<file path="config.mk">
export PLATFORM = sky130hd
export DESIGN_NAME = return_address_stack
export DESIGN_NICKNAME = d
export VERILOG_FILES = /design/src/rtl/return_address_stack.sv
export SDC_FILE = /design/constraint.sdc
export NUM_CORES = 1
export LEC_CHECK = 0
export ABC_AREA = 1
export BUFFER_PORTS_ARGS = -buffer_cell sky130_fd_sc_hd__buf_2
export CAP_MARGIN = 20
export CORE_ASPECT_RATIO = 1.2
export CORE_UTILIZATION = 60
export DETAILED_ROUTE_END_ITERATION = 16
export PLACE_DENSITY = 0.8
export SYNTH_ARGS = -nofsm -noshare
export SYNTH_HDL_FRONTEND = slang
export SYNTH_SLANG_ARGS = --single-unit
</file>
<file path="constraint.sdc">
create_clock -name clk -period 4.27 [get_ports clk]
set_input_delay 1.281 -clock clk [delete_from_list [all_inputs] [get_ports clk]]
set_output_delay 1.281 -clock clk [all_outputs]
set_load 0.005 [all_outputs]
</file>
<file path="src/rtl/return_address_stack.sv">
// Speculative return address stack for the fetch stage.
// Calls push pc+8, returns predict the top entry combinationally. A
// mispredicting branch restores the tos/count checkpoint taken at fetch, then
// replays its own call/return effect. Entries overwritten on the wrong path
// are not repaired.
module return_address_stack #(
  parameter int DEPTH = 8,
  parameter int PTR_W = 3
) (
  input  logic               clk,
  input  logic               reset,
  input  logic               fetch_valid,
  input  logic [31:0]        fetch_pc,
  input  logic [1:0]         btb_hit,
  input  logic [1:0]         btb_type,
  output logic               predict_valid,
  output logic [31:0]        predict_target,
  output logic [PTR_W-1:0]   ckpt_tos,
  output logic [PTR_W:0]     ckpt_count,
  output logic               ras_empty,
  output logic               ras_full,
  input  logic               recover_en,
  input  logic [PTR_W-1:0]   recover_tos,
  input  logic [PTR_W:0]     recover_count,
  input  logic [1:0]         recover_type,
  input  logic [31:0]        recover_pc
);

  localparam logic [1:0]     T_CALL  = 2'b01;
  localparam logic [1:0]     T_RET   = 2'b10;
  localparam logic [PTR_W:0] FULL_C  = (PTR_W+1)'(DEPTH);
  localparam logic [PTR_W:0] CNT_ONE = (PTR_W+1)'(1);
  localparam logic [PTR_W-1:0] PTR_ONE = PTR_W'(1);

  logic [DEPTH-1:0][31:0] stack_q;
  logic [PTR_W-1:0]       tos_q, tos_d;
  logic [PTR_W:0]         count_q, count_d;

  logic                   wr_en;
  logic [PTR_W-1:0]       wr_idx;
  logic [31:0]            wr_data;

  logic                   btb_any;
  logic                   is_call, is_ret;

  // BTB classification of the current fetch
  always_comb begin
    btb_any = |btb_hit;
    is_call = fetch_valid && btb_any && (btb_type == T_CALL);
    is_ret  = fetch_valid && btb_any && (btb_type == T_RET);
  end

  // Zero-latency prediction and checkpoint/status outputs from registered state
  always_comb begin
    predict_valid  = is_ret && (count_q != '0);
    predict_target = predict_valid ? stack_q[tos_q] : 32'd0;
    ckpt_tos       = tos_q;
    ckpt_count     = count_q;
    ras_empty      = (count_q == '0);
    ras_full       = (count_q == FULL_C);
  end

  // Next-state: recovery overrides fetch; pushes saturate count, pops stop at empty
  always_comb begin
    tos_d   = tos_q;
    count_d = count_q;
    wr_en   = 1'b0;
    wr_idx  = tos_q + PTR_ONE;
    wr_data = fetch_pc + 32'd8;
    if (recover_en) begin
      tos_d   = recover_tos;
      count_d = recover_count;
      if (recover_type == T_CALL) begin
        wr_en   = 1'b1;
        wr_idx  = recover_tos + PTR_ONE;
        wr_data = recover_pc + 32'd8;
        tos_d   = recover_tos + PTR_ONE;
        // >= guards against an out-of-range checkpoint ever exceeding DEPTH
        count_d = (recover_count >= FULL_C) ? FULL_C : recover_count + CNT_ONE;
      end else if (recover_type == T_RET) begin
        if (recover_count != '0) begin
          tos_d   = recover_tos - PTR_ONE;
          count_d = recover_count - CNT_ONE;
        end
      end
    end else if (is_call) begin
      // On overflow the slot at tos+1 is the oldest entry; it is overwritten
      wr_en   = 1'b1;
      tos_d   = tos_q + PTR_ONE;
      count_d = (count_q == FULL_C) ? FULL_C : count_q + CNT_ONE;
    end else if (is_ret && (count_q != '0)) begin
      tos_d   = tos_q - PTR_ONE;
      count_d = count_q - CNT_ONE;
    end
  end

  // Pointer/count registers; synchronous reset wins over everything
  always_ff @(posedge clk) begin
    if (reset) begin
      tos_q   <= '0;
      count_q <= '0;
    end else begin
      tos_q   <= tos_d;
      count_q <= count_d;
    end
  end

  // Stack storage: single write port, cleared on reset
  always_ff @(posedge clk) begin
    if (reset) begin
      stack_q <= '0;
    end else if (wr_en) begin
      for (int i = 0; i < DEPTH; i++) begin
        if (wr_idx == PTR_W'(i)) stack_q[i] <= wr_data;
      end
    end
  end

endmodule
</file>
==> results of run 1 <==
-- cell usage in the layout (no fill, tap or decap), types with 2 or more instances in the layout --
| master | instances |
|---|---|
| dfxtp_2 | 2 |
| clkbuf_16 | 27 |
| buf_4 | 26 |
| nand3_2 | 2 |
| inv_1 | 161 |
| nor2_1 | 294 |
| o21ai_0 | 336 |
| nand2_2 | 5 |
| a21oi_1 | 265 |
| nor3_1 | 40 |
| buf_2 | 122 |
| xnor2_1 | 17 |
| o211ai_1 | 4 |
| nand2_1 | 243 |
| clkbuf_1 | 7 |
| nand3b_1 | 6 |
| buf_12 | 11 |
| inv_2 | 12 |
| nor2_4 | 7 |
| ha_1 | 10 |
| nand3_1 | 86 |
| a211oi_1 | 10 |
| o22ai_1 | 3 |
| clkinv_2 | 4 |
| o21ai_4 | 2 |
| clkbuf_8 | 5 |
| or2_2 | 3 |
| dfxtp_1 | 260 |
| o21bai_1 | 2 |
| xor2_1 | 18 |
| nand4_1 | 11 |
| o221a_2 | 40 |
| nor2_2 | 2 |
| o21ai_1 | 22 |
-- cell families (layout without fill, tap and decap cells) --
kind of cell	after synthesis	after routing	synth area share, %
AO/OA/AOI/OAI	690	690	27.64
flip-flops	263	263	38.42
XOR/XNOR	35	35	2.237
AND/OR/NAND/NOR	702	702	21.49
adder cells (fa/ha/maj)	10	10	0.9131
buffers and inverters	313	379	9.295
-- Yosys cell counts --
library cell	n	share of area, %
o21ai_0	336	12
o221ai_1	1	0.064
inv_1	163	4.5
nand2_2	5	0.23
clkbuf_1	80	2.2
clkinv_1	2	0.055
nand3b_1	6	0.33
nand4_1	11	0.50
nor3_1	40	1.5
xnor2_1	17	1.1
a31oi_1	1	0.046
or2_2	3	0.14
or2_0	1	0.046
nor2_4	7	0.58
a21oi_1	265	9.7
o211ai_1	4	0.22
buf_1	7	0.19
nand2_1	243	6.7
a32oi_1	1	0.064
o221a_2	40	3.3
and3_1	1	0.046
xor2_1	18	1.2
nand2_4	1	0.082
o21ai_4	2	0.24
nand3_2	2	0.15
o21a_1	1	0.055
o21bai_1	2	0.11
o21ai_1	22	0.80
a21o_1	1	0.055
buf_6	1	0.082
o22ai_1	3	0.14
buf_4	12	0.66
o21ai_2	1	0.064
inv_2	11	0.30
buf_2	37	1.4
nor2_2	2	0.091
nand3_1	86	3.1
dfxtp_1	263	38
a211oi_1	10	0.55
nor2_1	294	8.1
ha_1	10	0.91
-- routing by layer --
metal,part of all wire (%),wire length [um],vias up,GRT usage [%]
met5,0,0,-,0
met2,47,20180,677,60.91
li1,-,-,6847,-
met4,4.7,1997,0,20.16
met1,40,17010,6608,43.94
met3,8.3,3524,126,5.462
-- sequential cells by signal (all words and copies together), names as in the netlist --
name / cells
ckpt_tos: 3
stack_q: 256
ckpt_count: 4
-- area by class of cell --
| type | count | area (um^2) | area share (%) |
|---|---|---|---|
| flip-flops and latches | 263 | 5271 | 34.48 |
| inverters | 176 | 664.4 | 4.346 |
| clock inverters | 5 | 40.04 | 0.2619 |
| multi-input cells | 1437 | 7164 | 46.87 |
| repair buffers | 159 | 1026 | 6.712 |
| well taps | 279 | 349.1 | 2.284 |
| clock buffers | 39 | 770.7 | 5.042 |
-- worst max-delay path: stages, from the launching register on --
cell	delay [ns]
dfxtp_2	0.32
inv_2	0.62
buf_4	0.35
o21ai_0	0.15
o221a_2	0.36
nor3_1	0.24
buf_2	0.16
-- how the worst max path moves through the flow --
| stage | from | to | slack, ns |
|---|---|---|---|
| 6_report | ckpt_tos[1]$_SDFFE_PP0P_ | predict_target[23] | 0.26 |
| 3_5_place_dp | btb_hit[1] | predict_target[25] | 0.46 |
| 5_1_grt | ckpt_tos[0]$_SDFFE_PP0P_ | predict_target[27] | 0.13 |
| 2_1_floorplan | btb_hit[1] | predict_target[0] | 0.99 |
| 3_3_place_gp | btb_hit[1] | predict_target[17] | 0.49 |
| 4_1_cts | ckpt_tos[0]$_SDFFE_PP0P_ | predict_target[27] | 0.31 |
-- power groups by stage --
stage	Sequential (mW)	Combinational, mW	Clock, mW
floorplan	2.69	0.753	0
global placement	2.70	1.11	0
detailed placement	2.70	1.11	0
CTS	2.65	1.12	2.20
global route	2.67	1.25	2.31
finish	2.65	1.15	2.19
-- per-stage QoR --
stage               instances  utilization (%)  power [mW]  instance area, um^2
floorplan                2013                -       3.444                13700
global placement         2314            64.49       3.807                14480
detailed placement       2314            64.49       3.817                14480
CTS                      2358            68.10       5.975                15290
global route             2358            68.10       6.236                15290
finish                   2358            68.10       5.995                15290
==> metrics.txt, run 1 <==
Final Hold Fails 0; reg-to-reg endpoint stack_q[224]$_SDFFE_PP0P_; crit path capture type output port; Tcrit/Tclk final 93.88%; post-synth net total 2104; worst-path maximum fanout 39; largest net degree at the start of global routing 95; status finished, final reports clean; H-tree Lvls 1; reg-to-reg slack, setup 1.01 ns; Num CTS Buffers 26; min cycle time layout 4.008 ns; internal power 4.211 mW; overall routed net length 42710 um; grt ovf 0; Clock power frac 36.6%; Reg clk slew, reported paths 0.06 ns; Syn Inst Count 2013; final hold slack 0.4512 ns; Die ar. 0.02345 mm^2; setup ws final 0.2615 ns; Worst Path Arrival 2.73 ns; LEAKAGE 6.601 nW; Final Wtd Congestion 0.9343; Inserted Diodes 0; Initial DRT Pass Iterations 6; Via density 6.047; crit path kind reg -> out; final setup fails 0; DR WL/cell 18.11 um; Port Buffers 122; number of synthesized register bits 263; nets 2154; min-delay src stack_q[194]$_SDFFE_PP0P_; Reg2Reg Depth 9; hold_buf cts 0; Worst slew margin 33.68%; Net Sw Frac 29.75%; Die Wd 140.0 um; I/O pin cnt 123; core area 0.02245 mm^2; first-pass GRT wire length 68230 um; setup_tns 0 ns; Layout fillers 1930; Syn Std Cell Area 0.01370 mm^2; VDD IR max 0.0003158 V; P&R area growth vs syn 11.55%; ANT nets after route 0; DP Worst Slack 0.4559 ns; CP Launch Type register; Vias 14260; share of layout cells above drive strength 1 13.28%; clock buffer depth 3; Seq/Total Area, Yosys 38.42%; Die Span Y 167.6 um; Pwr per Cell Area 392.2 mW/mm^2; combinational power share 19.2%; fmax 249.5 MHz; worst path required time 2.99 ns; unrepaired setup endpoints after global routing false; drt first-iter violations 1450; setup bufs post-CTS 0; CTS tree built; vias in the first global route 13430; sw power 1.784 mW; Starting Density 61.05%; Syn Area/Cell 6.807 um^2; reg2reg start ckpt_tos[0]$_SDFFE_PP0P_; HPWL Detailed 27440 um; Slew Limit Fails 0; cells resized by post-CTS repair 0; initial antenna violation count 0; CTS Sinks 263; WHS Path Cells 2; Ys Warns 0; hold-critical path endpoint stack_q[194]$_SDFFE_PP0P_; gr usage total 36.10%; Worst Tran Pin Value 0.9882 ns; Clock Latency Late Sink 0.55 ns; CTS Root Buffer Type clkbuf_16; max_cap viols 0; Rows 60; Flop pwr share 44.3%; Post-route DRC 0; Yosys cell types 41; Hold Crit Class reg -> reg; Worst Clk Skew 0.02253 ns
Note: power is estimated with default switching activity, not from simulation.
==> run 2: changes to the inputs <==
==> constraint.sdc (replaced) <==
create_clock -name clk -period 5.1 [get_ports clk]
set_input_delay 1.53 -clock clk [delete_from_list [all_inputs] [get_ports clk]]
set_output_delay 1.53 -clock clk [all_outputs]
set_load 0.005 [all_outputs]
==> metrics.txt, run 2 (synthesis gave the netlist of run 1 again) <==
status finished, final reports clean; CTS tree built; fmax 218.0 MHz; Vias 14460; grt ovf 0; setup bufs post-CTS 0; setup ws final 0.5127 ns; CP top delay family buffers and inverters; Die Span Y 167.6 um; Port Buffers 122; Layout fillers 2012; worst-path maximum fanout 96; CTS Sinks 263; CTS Root Buffer Type clkbuf_16; reg-to-reg endpoint stack_q[248]$_SDFFE_PP0P_; first-pass GRT wire length 69400 um; vias in the first global route 13670; sw power 1.541 mW; clock buffer depth 3; largest net degree at the start of global routing 127; final hold slack 0.4501 ns; final core occ 67.77%; crit path kind reg -> out; Pwr per Cell Area 339.7 mW/mm^2; LEAKAGE 6.564 nW; CP Launch Type register; Num CTS Buffers 27; DP Worst Slack 0.8023 ns; initial antenna violation count 0; Die ar. 0.02345 mm^2; Most flops, register stack_q; overall routed net length 43280 um; Hold Crit Class reg -> reg; Post-route DRC 0; highest-count cells in the layout ignoring fill and taps o21ai_0 (336), nor2_1 (294), a21oi_1 (265); min cycle time layout 4.587 ns; Slowest cell on crit path buf_4; setup_tns 0 ns; combinational power share 18.0%; Die Wd 140.0 um; Slew Limit Fails 0; Worst slew margin 33.15%; worst path required time 3.57 ns; Flop pwr share 43.4%; DR WL/cell 18.40 um; Final Wtd Congestion 0.9373; Via density 6.149; crit path capture type output port; CP Depth 5; Rows 60; Tcrit/Tclk final 89.95%; nets 2144; Finished Layout Cells 2352; CP startpoint ckpt_tos[0]$_SDFFE_PP0P_; placed cell areas 0.01432 mm^2; Reg clk slew, reported paths 0.06 ns; reg-to-reg slack, setup 1.43 ns; ANT nets after route 0; max_cap viols 0; reg2reg start ckpt_tos[0]$_SDFFE_PP0P_; drt first-iter violations 1672; cells resized by post-CTS repair 0; I/O pin cnt 123; Final Hold Fails 0; unrepaired setup endpoints after global routing false; Reg2Reg Depth 9; P&R area growth vs syn 11.01%; share of layout cells above drive strength 1 13.07%; Net Sw Frac 29.82%; Starting Density 61.05%; H-tree Lvls 1; worst setup path endpoint predict_target[18]; placed cells 2303; overall power 5.168 mW; Clock power frac 38.6%; CP cell instances buf_4 -> o21ai_0 -> o221a_2 -> nor3_1 -> buf_2; final setup fails 0; max FFs per register 256; Worst Path Arrival 3.06 ns; Worst Clk Skew 0.007410 ns; Inserted Diodes 0; crit-path max cell delay 0.82 ns; HPWL Detailed 26740 um; Worst Tran Pin Value 0.9961 ns; VDD IR max 0.0003562 V; internal power 3.627 mW; Initial DRT Pass Iterations 6; commonest non-fill, non-tap cell in the layout o21ai_0; hold_buf cts 0; core area 0.02245 mm^2; gr usage total 36.64%; Buf/Inv on CP 2; Clock Latency Late Sink 0.55 ns; Design Area, Final 0.01521 mm^2
==> run 2: cell count changes in the layout (fill, tap and decap cells not counted) <==
| cell | delta |
|---|---|
| clkinvlp_4 | +3 |
| inv_16 | +1 |
| clkinv_4 | -1 |
| bufinv_16 | +2 |
| buf_4 | -5 |
| clkbuf_1 | -1 |
| buf_12 | -6 |
| clkinv_8 | -1 |
| clkinv_2 | +2 |
==> run 2: worst reg2reg max path: cells and delay by family, from the launching register on <==
kind | cells | cell delay (ns)
AO/OA/AOI/OAI | 2 | 0.46
flip-flops | 1 | 0.67
buffers and inverters | 4 | 1.18
adder cells (fa/ha/maj) | 1 | 0.52
AND/OR/NAND/NOR | 2 | 0.76
==> run 2: final cells by class <==
type | count | area (um^2) | area share (%)
multi-input cells | 1437 | 7164 | 47.10
flip-flops and latches | 263 | 5271 | 34.65
repair buffers | 148 | 868.3 | 5.708
clock buffers | 38 | 767.0 | 5.042
inverters | 176 | 664.4 | 4.367
well taps | 279 | 349.1 | 2.295
clock inverters | 11 | 127.6 | 0.8390
==> run 2: layer usage <==
| metal | track usage, % | wire length, um |
|---|---|---|
| met2 | 63.09 | 20450 |
| met3 | 5.147 | 3687 |
| met4 | 19.30 | 2057 |
| met5 | 0 | 0 |
| met1 | 44.27 | 17090 |
==> run 2: worst min-delay path by stage <==
stage / startpoint / endpoint / slack [ns] / depth (start not counted)
6_report: stack_q[194]$_SDFFE_PP0P_ / stack_q[194]$_SDFFE_PP0P_ / 0.45 / 2
5_1_grt: stack_q[196]$_SDFFE_PP0P_ / stack_q[196]$_SDFFE_PP0P_ / 0.46 / 2
4_1_cts: stack_q[162]$_SDFFE_PP0P_ / stack_q[162]$_SDFFE_PP0P_ / 0.45 / 2
3_5_place_dp: stack_q[194]$_SDFFE_PP0P_ / stack_q[194]$_SDFFE_PP0P_ / 0.44 / 2
3_3_place_gp: stack_q[194]$_SDFFE_PP0P_ / stack_q[194]$_SDFFE_PP0P_ / 0.43 / 2
2_1_floorplan: stack_q[192]$_SDFFE_PP0P_ / stack_q[192]$_SDFFE_PP0P_ / 0.42 / 2
==> run 2: power groups by stage <==
stage / clock network [mW] / registers, mW / logic (mW)
6_report: 1.99 / 2.24 / 0.931
5_1_grt: 2.08 / 2.25 / 1.02
4_1_cts: 1.99 / 2.24 / 0.911
3_5_place_dp: 0 / 2.28 / 0.903
3_3_place_gp: 0 / 2.28 / 0.895
2_1_floorplan: 0 / 2.25 / 0.630
